### src/rtl/midori128_pkg.sv
// Midori128 shared constants: S-box, bit permutations, shuffle, round
// constants, cell/byte layout helpers and FSM encoding.
package midori128_pkg;

  localparam int NUM_FULL_ROUNDS = 19;

  typedef logic [1:0] fsm_t;
  localparam fsm_t S_IDLE  = 2'd0;
  localparam fsm_t S_RUN   = 2'd1;
  localparam fsm_t S_FINAL = 2'd2;
  localparam fsm_t S_DONE  = 2'd3;

  localparam logic [3:0] SB1 [16] = '{
    4'h1, 4'h0, 4'h5, 4'h3, 4'he, 4'h2, 4'hf, 4'h7,
    4'hd, 4'ha, 4'h9, 4'hb, 4'hc, 4'h8, 4'h4, 4'h6
  };

  // Bit k counts from the MSB of the byte.
  localparam logic [2:0] SSB_PERM [4][8] = '{
    '{3'd4, 3'd1, 3'd6, 3'd3, 3'd0, 3'd5, 3'd2, 3'd7},
    '{3'd1, 3'd6, 3'd7, 3'd0, 3'd5, 3'd2, 3'd3, 3'd4},
    '{3'd2, 3'd3, 3'd4, 3'd1, 3'd6, 3'd7, 3'd0, 3'd5},
    '{3'd7, 3'd4, 3'd1, 3'd2, 3'd3, 3'd0, 3'd5, 3'd6}
  };

  localparam logic [3:0] SHUFFLE [16] = '{
    4'd0,  4'd10, 4'd5,  4'd15, 4'd14, 4'd4,  4'd11, 4'd1,
    4'd9,  4'd3,  4'd12, 4'd6,  4'd7,  4'd13, 4'd2,  4'd8
  };

  // Bit i goes into the LSB of cell s_i.
  localparam logic [15:0] ALPHA [0:18] = '{
    16'b1100_1101_1010_1000,
    16'b0000_0011_0001_1110,
    16'b1010_1100_0010_0101,
    16'b1100_1000_0100_0110,
    16'b1111_0010_0000_1000,
    16'b0000_1110_1000_1011,
    16'b0110_0110_0100_0000,
    16'b0011_0011_1101_0000,
    16'b1000_0001_0010_1001,
    16'b0001_1101_0000_0010,
    16'b1110_1001_1000_1110,
    16'b0111_0001_0100_0100,
    16'b0000_1100_1000_1010,
    16'b0101_0011_0001_1111,
    16'b0000_1001_1111_1011,
    16'b1000_0001_0011_1110,
    16'b0010_0100_0011_1000,
    16'b0010_1101_1100_0100,
    16'b0101_0001_0100_0110
  };

  function automatic int cell_byte(input int i);
    return 4 * (i % 4) + i / 4;
  endfunction

  function automatic logic [127:0] to_int(input logic [127:0] p);
    logic [127:0] r;
    r = '0;
    for (int i = 0; i < 16; i++)
      r[8*cell_byte(i) +: 8] = p[127-8*i -: 8];
    return r;
  endfunction

  function automatic logic [127:0] to_port(input logic [127:0] r);
    logic [127:0] p;
    p = '0;
    for (int i = 0; i < 16; i++)
      p[127-8*i -: 8] = r[8*cell_byte(i) +: 8];
    return p;
  endfunction

  function automatic logic [127:0] alpha_vec(input logic [15:0] a);
    logic [127:0] r;
    r = '0;
    for (int i = 0; i < 16; i++)
      r[8*cell_byte(i)] = a[i];
    return r;
  endfunction

  function automatic logic [7:0] ssb(input logic [7:0] x, input int idx);
    logic [7:0] y;
    logic [7:0] t;
    logic [7:0] z;
    y = '0;
    z = '0;
    for (int j = 0; j < 8; j++)
      y[7-j] = x[7-int'(SSB_PERM[idx][j])];
    t = {SB1[y[7:4]], SB1[y[3:0]]};
    for (int j = 0; j < 8; j++)
      z[7-int'(SSB_PERM[idx][j])] = t[7-j];
    return z;
  endfunction

endpackage

### src/rtl/midori128_mix_columns.sv
// Midori MixColumn on the internal layout: column c is bytes
// {c, c+4, c+8, c+12}; each output byte is the XOR of the other three.
module midori128_mix_columns (
  input  logic [127:0] din,
  output logic [127:0] dout
);
  for (genvar c = 0; c < 4; c++) begin : g_col
    logic [7:0] a0, a1, a2, a3;
    assign a0 = din[8*c      +: 8];
    assign a1 = din[8*(c+4)  +: 8];
    assign a2 = din[8*(c+8)  +: 8];
    assign a3 = din[8*(c+12) +: 8];
    assign dout[8*c      +: 8] = a1 ^ a2 ^ a3;
    assign dout[8*(c+4)  +: 8] = a0 ^ a2 ^ a3;
    assign dout[8*(c+8)  +: 8] = a0 ^ a1 ^ a3;
    assign dout[8*(c+12) +: 8] = a0 ^ a1 ^ a2;
  end
endmodule

### src/rtl/midori128_subcell.sv
// Combinational Midori128 SubCell over the internal byte layout.
// Internal byte j holds a cell whose index mod 4 is j/4.
module midori128_subcell
  import midori128_pkg::*;
(
  input  logic [127:0] din,
  output logic [127:0] dout
);
  for (genvar j = 0; j < 16; j++) begin : g_ssb
    assign dout[8*j +: 8] = ssb(din[8*j +: 8], j / 4);
  end
endmodule

### src/rtl/midori128_round_core.sv
// Iterative Midori128 encryption: one full round per clock,
// valid/ready on both sides.
module midori128_round_core
  import midori128_pkg::*;
#(
  parameter int ROUNDS = NUM_FULL_ROUNDS
) (
  input  logic         clk,
  input  logic         rst_n,
  input  logic         in_valid,
  output logic         in_ready,
  input  logic [127:0] plaintext,
  input  logic [127:0] key,
  output logic         out_valid,
  input  logic         out_ready,
  output logic [127:0] ciphertext,
  output logic         busy
);
  localparam logic [4:0] LAST = 5'(ROUNDS - 1);

  fsm_t         st;
  logic [127:0] state_r;
  logic [127:0] key_r;
  logic [4:0]   rnd;
  logic [127:0] sb_q;
  logic [127:0] shuf_q;
  logic [127:0] mc_q;
  logic [15:0]  rc;
  logic         load;

  assign out_valid  = (st == S_DONE);
  assign busy       = (st == S_RUN) || (st == S_FINAL);
  assign in_ready   = (st == S_IDLE) || (out_valid && out_ready);
  assign load       = in_valid && in_ready;
  assign ciphertext = to_port(state_r);

  midori128_subcell u_sb (
    .din  (state_r),
    .dout (sb_q)
  );

  always_comb begin
    shuf_q = '0;
    for (int i = 0; i < 16; i++)
      shuf_q[8*cell_byte(i) +: 8] =
        sb_q[8*cell_byte(int'(SHUFFLE[i])) +: 8];
  end

  midori128_mix_columns u_mc (
    .din  (shuf_q),
    .dout (mc_q)
  );

  // rnd sits one past LAST after the final round; keep the lookup in range.
  always_comb begin
    rc = '0;
    if (rnd <= LAST) rc = ALPHA[rnd];
  end

  always_ff @(posedge clk or negedge rst_n) begin
    if (!rst_n) begin
      st      <= S_IDLE;
      state_r <= '0;
      key_r   <= '0;
      rnd     <= '0;
    end else begin
      unique case (st)
        S_IDLE, S_DONE: begin
          if (load) begin
            state_r <= to_int(plaintext ^ key);
            key_r   <= to_int(key);
            rnd     <= '0;
            st      <= S_RUN;
          end else if (out_valid && out_ready) begin
            st <= S_IDLE;
          end
        end
        S_RUN: begin
          state_r <= mc_q ^ key_r ^ alpha_vec(rc);
          rnd     <= rnd + 5'd1;
          if (rnd == LAST) st <= S_FINAL;
        end
        S_FINAL: begin
          state_r <= sb_q ^ key_r;
          st      <= S_DONE;
        end
        default: st <= S_IDLE;
      endcase
    end
  end

endmodule
### config.mk
export PLATFORM = sky130hd
export DESIGN_NAME = midori128_round_core
export DESIGN_NICKNAME = d
export VERILOG_FILES = /design/src/rtl/midori128_pkg.sv /design/src/rtl/midori128_mix_columns.sv /design/src/rtl/midori128_subcell.sv /design/src/rtl/midori128_round_core.sv
export SDC_FILE = /design/constraint.sdc
export NUM_CORES = 1
export LEC_CHECK = 0
export BUFFER_PORTS_ARGS = -buffer_cell sky130_fd_sc_hd__buf_2
export CAP_MARGIN = 30
export CELL_PAD_IN_SITES_DETAIL_PLACEMENT = 0
export CELL_PAD_IN_SITES_GLOBAL_PLACEMENT = 1
export CORE_MARGIN = 2
export CORE_UTILIZATION = 47
export DETAILED_ROUTE_END_ITERATION = 16
export PLACE_DENSITY_LB_ADDON = 0.1
export SYNTH_ARGS = -nofsm -noshare
export SYNTH_HDL_FRONTEND = slang
export SYNTH_SLANG_ARGS = --single-unit
### constraint.sdc
create_clock -name clk -period 4.5 [get_ports clk]
set_input_delay 0.45 -clock clk [delete_from_list [all_inputs] [get_ports clk]]
set_output_delay 0.45 -clock clk [all_outputs]
set_load 0.05 [all_outputs]
==> summary.md <==
| Metric | Value |
|---|---|
| Run status | completed |
| # DRC | 0 |
| Drt first pass iters | 5 |
| Slowest stage delay, CP | 0.74 ns |
| Post-synthesis compound-gate area fraction | 18.88% |
| Final setup TNS | 0 ns |
| # rows | 76 |
| Die height | 213.0 um |
| PortBufs | 390 |
| Clk buf depth | 3 |
| Rel. slew slack | 28.37% |
| Sequential fraction of the synthesis area | 32.07% |
| EDFF count, synth | 0 |
| Post-Synth XOR/XNOR Area | 29.04% |
| Period Utilization, post-route | 76.04% |
| Fin Clk Skew | 0.01824 ns |
| Fin area | 24,240 sq um |
| Tightest Hold Check Type | in -> reg |
| Post-Syn Instances | 2,079 |
| Synth top area share | 32.07% |
| Main combinational cell family by area after synthesis | XOR/XNOR gates |
| Pins Over Slew Limit | 0 |
| H-tree levels | 2 |
| Synth area leader | dfrtp_1 |
| Req. time, crit path | 4.05 ns |
| HPWL Detailed | 56,810 um |
| Chip width | 213.0 um |
| Initial DRC Count | 1,556 |
| Antenna violations before repair | 0 |
| Register bit total from synthesis | 263 |
| Crit path time final | 3.422 ns |
| Ant diodes | 0 |
| Max cap viols | 0 |
| NumNets Final | 2,689 |
| Worst path top cell family by delay | buffers and inverters |
| Detail Route Antenna Nets | 0 |
| IO Pins | 391 |
| Fmax | 292.2 MHz |
| Die area | 45,350 sq um |
| Placed Area | 23,030 sq um |
| Grt ovf | 0 |
| Post-synthesis cell type count | 69 |
| GP Congestion | 0.9218 |
| RSZ-0062 raised after global routing | false |
| Synth warn | 0 |
| Crit path buffers/inverters | 3 |
| Clock sink count | 263 |
| Mux share of post-synthesis cell area | 7.597% |
| Vias | 17,820 |
| Initial Utilization | 47.64% |
| Fraction of registers with async set or reset after synthesis | 100.0% |
| Startpoint types | register |
| Post-synthesis instance area | 20,520 sq um |
| Final setup fails | 0 |
| Top_reg_cell synth | dfrtp_1 |
| CTS tree | done |
| CTS Buf Count | 35 |
| Synth area leaders | dfrtp_1 (32%), xnor2_1 (13%), mux2_2 (7.4%), xnor3_1 (7.4%), xor2_1 (6.7%) |
| DR vias/cell | 5.884 |
| Final hold vios | 0 |
| Crit path max fanout | 69 |
| Critical path capture point type | output port |
| Clock Latency Late Sink | 0.56 ns |
| CP Class | reg -> out |
| Syn nets | 2,349 |
| Vias in the first global route | 16,950 |
| Clock-pin slew of the registers on the worst-case setup and hold paths | 0.06 ns |
| Largest net degree at the start of global routing | 97 |
| Worst Path Arrival | 2.97 ns |
| Synth-to-Final Area Change | 18.10% |
| Slew @ Worst Pin | 1.074 ns |
| Slowest-stage cell, CP | buf_4 |
| Post-DR wirelength/cell | 24.85 um |
| Simple-gate share of the synthesized area | 8.627% |
| Clk root buf | clkbuf_16 |
| Met1 usage | 44.21% |
| Fraction of layout cells with a size suffix above 1 | 26.65% |
| Post-Route WL | 75,250 um |
| Placeable Area | 43,080 sq um |
| Met3 GRT Util | 5.516% |
| Critical path, cell by cell | inv_1 > ha_4 > buf_4 > buf_2 |
| Synth Area in Adders | 0.6097% |
| Met2 Use GR | 52.78% |
| Mean Syn Cell Area | 9.871 sq um |
| Total Routing Usage GR | 32.96% |
| Gr busiest metal | met2 |
| First-pass GRT wire length | 109,600 um |
==> cells in the mapped netlist, drive strengths merged (49+ instances only) <==
cell    instances
o22ai          60
a22oi          53
inv            49
clkbuf         81
dfrtp         263
a21oi         200
xnor2         313
nand2b         61
nand2          89
o21ai          76
xor2          159
a211oi         62
nor2          127
xnor3          67
mux2          134
==> kinds of logic (layout without fill, tap and decap cells) <==
group | Yosys count | count (layout)
AOI/OAI and AO/OA | 584 | 584
xor gates and xnor gates | 552 | 552
adders and majority gates | 10 | 10
buffers and inverters | 164 | 528
DFF | 263 | 263
muxes | 139 | 139
and+or+nand+nor | 367 | 367
==> final cells by class <==
class,instances,area (sq um)
flip-flops and latches,263,6581
clock buffers,48,1027
fillers,3938,18840
clock inverters,13,165.2
well taps,585,732.0
repair buffers,418,2212
multi-input cells,1652,13330
inverters,49,183.9
==> stage by stage <==
| stage | instances | setup WS, ns | utilization (%) | hold slack [ns] |
|---|---|---|---|---|
| 2_1_floorplan | 2079 | 1.854 | - | 0.1544 |
| 6_report | 3028 | 1.078 | 56.26 | 0.1539 |
| 4_1_cts | 3028 | 1.140 | 56.26 | 0.1391 |
| 5_1_grt | 3028 | 1.002 | 56.26 | 0.1451 |
| 3_3_place_gp | 2965 | 1.773 | 53.45 | 0.5086 |
| 3_5_place_dp | 2966 | 1.677 | 53.47 | 0.5196 |
==> what timing repair did <==
action                                 in CTS  in global routing
hold buffers                                1                  0
resized for setup                           0                  0
setup buffers                               0                  0
endpoints found under the hold margin      85                  0
==> layout by cell type (no fill, tap or decap), types with 62 or more instances in the layout <==
| cell | count |
|---|---|
| dfrtp_1 | 263 |
| nor2_1 | 125 |
| mux2_2 | 134 |
| nand2_1 | 86 |
| a21oi_1 | 196 |
| buf_2 | 389 |
| a211oi_1 | 62 |
| o21ai_0 | 67 |
| xnor3_1 | 67 |
| xor2_1 | 158 |
| xnor2_1 | 313 |
==> metal layers <==
layer | part of all wire [%] | vias up
met1 | 41 | 8922
met3 | 7.7 | 144
met4 | 4.4 | 0
li1 | - | 8038
met5 | 0 | -
met2 | 47 | 713
==> path summary, 6_finish.rpt <==
check,startpoint,end,slack (ns),cells after the start
setup / recovery,st[0]$_DFFE_PN0P_,busy,1.08,4
hold / removal,key[50],key_r[50]$_DFFE_PN0P_,0.15,2
setup reg to reg,st[0]$_DFFE_PN0P_,rnd[3]$_DFFE_PN0P_,1.61,7
hold reg to reg,key_r[48]$_DFFE_PN0P_,key_r[48]$_DFFE_PN0P_,0.53,1
max in group asynchronous,rst_n,key_r[32]$_DFFE_PN0P_,2.87,3
min in group asynchronous,rst_n,key_r[85]$_DFFE_PN0P_,0.53,2
==> state kept, by name, indices dropped and copies added (netlist names) <==
register  count
key_r       128
rnd           5
st            2
state_r     128
Power is not shown: default switching activity piles up to over one toggle a cycle in this logic, so the estimate is an artifact.
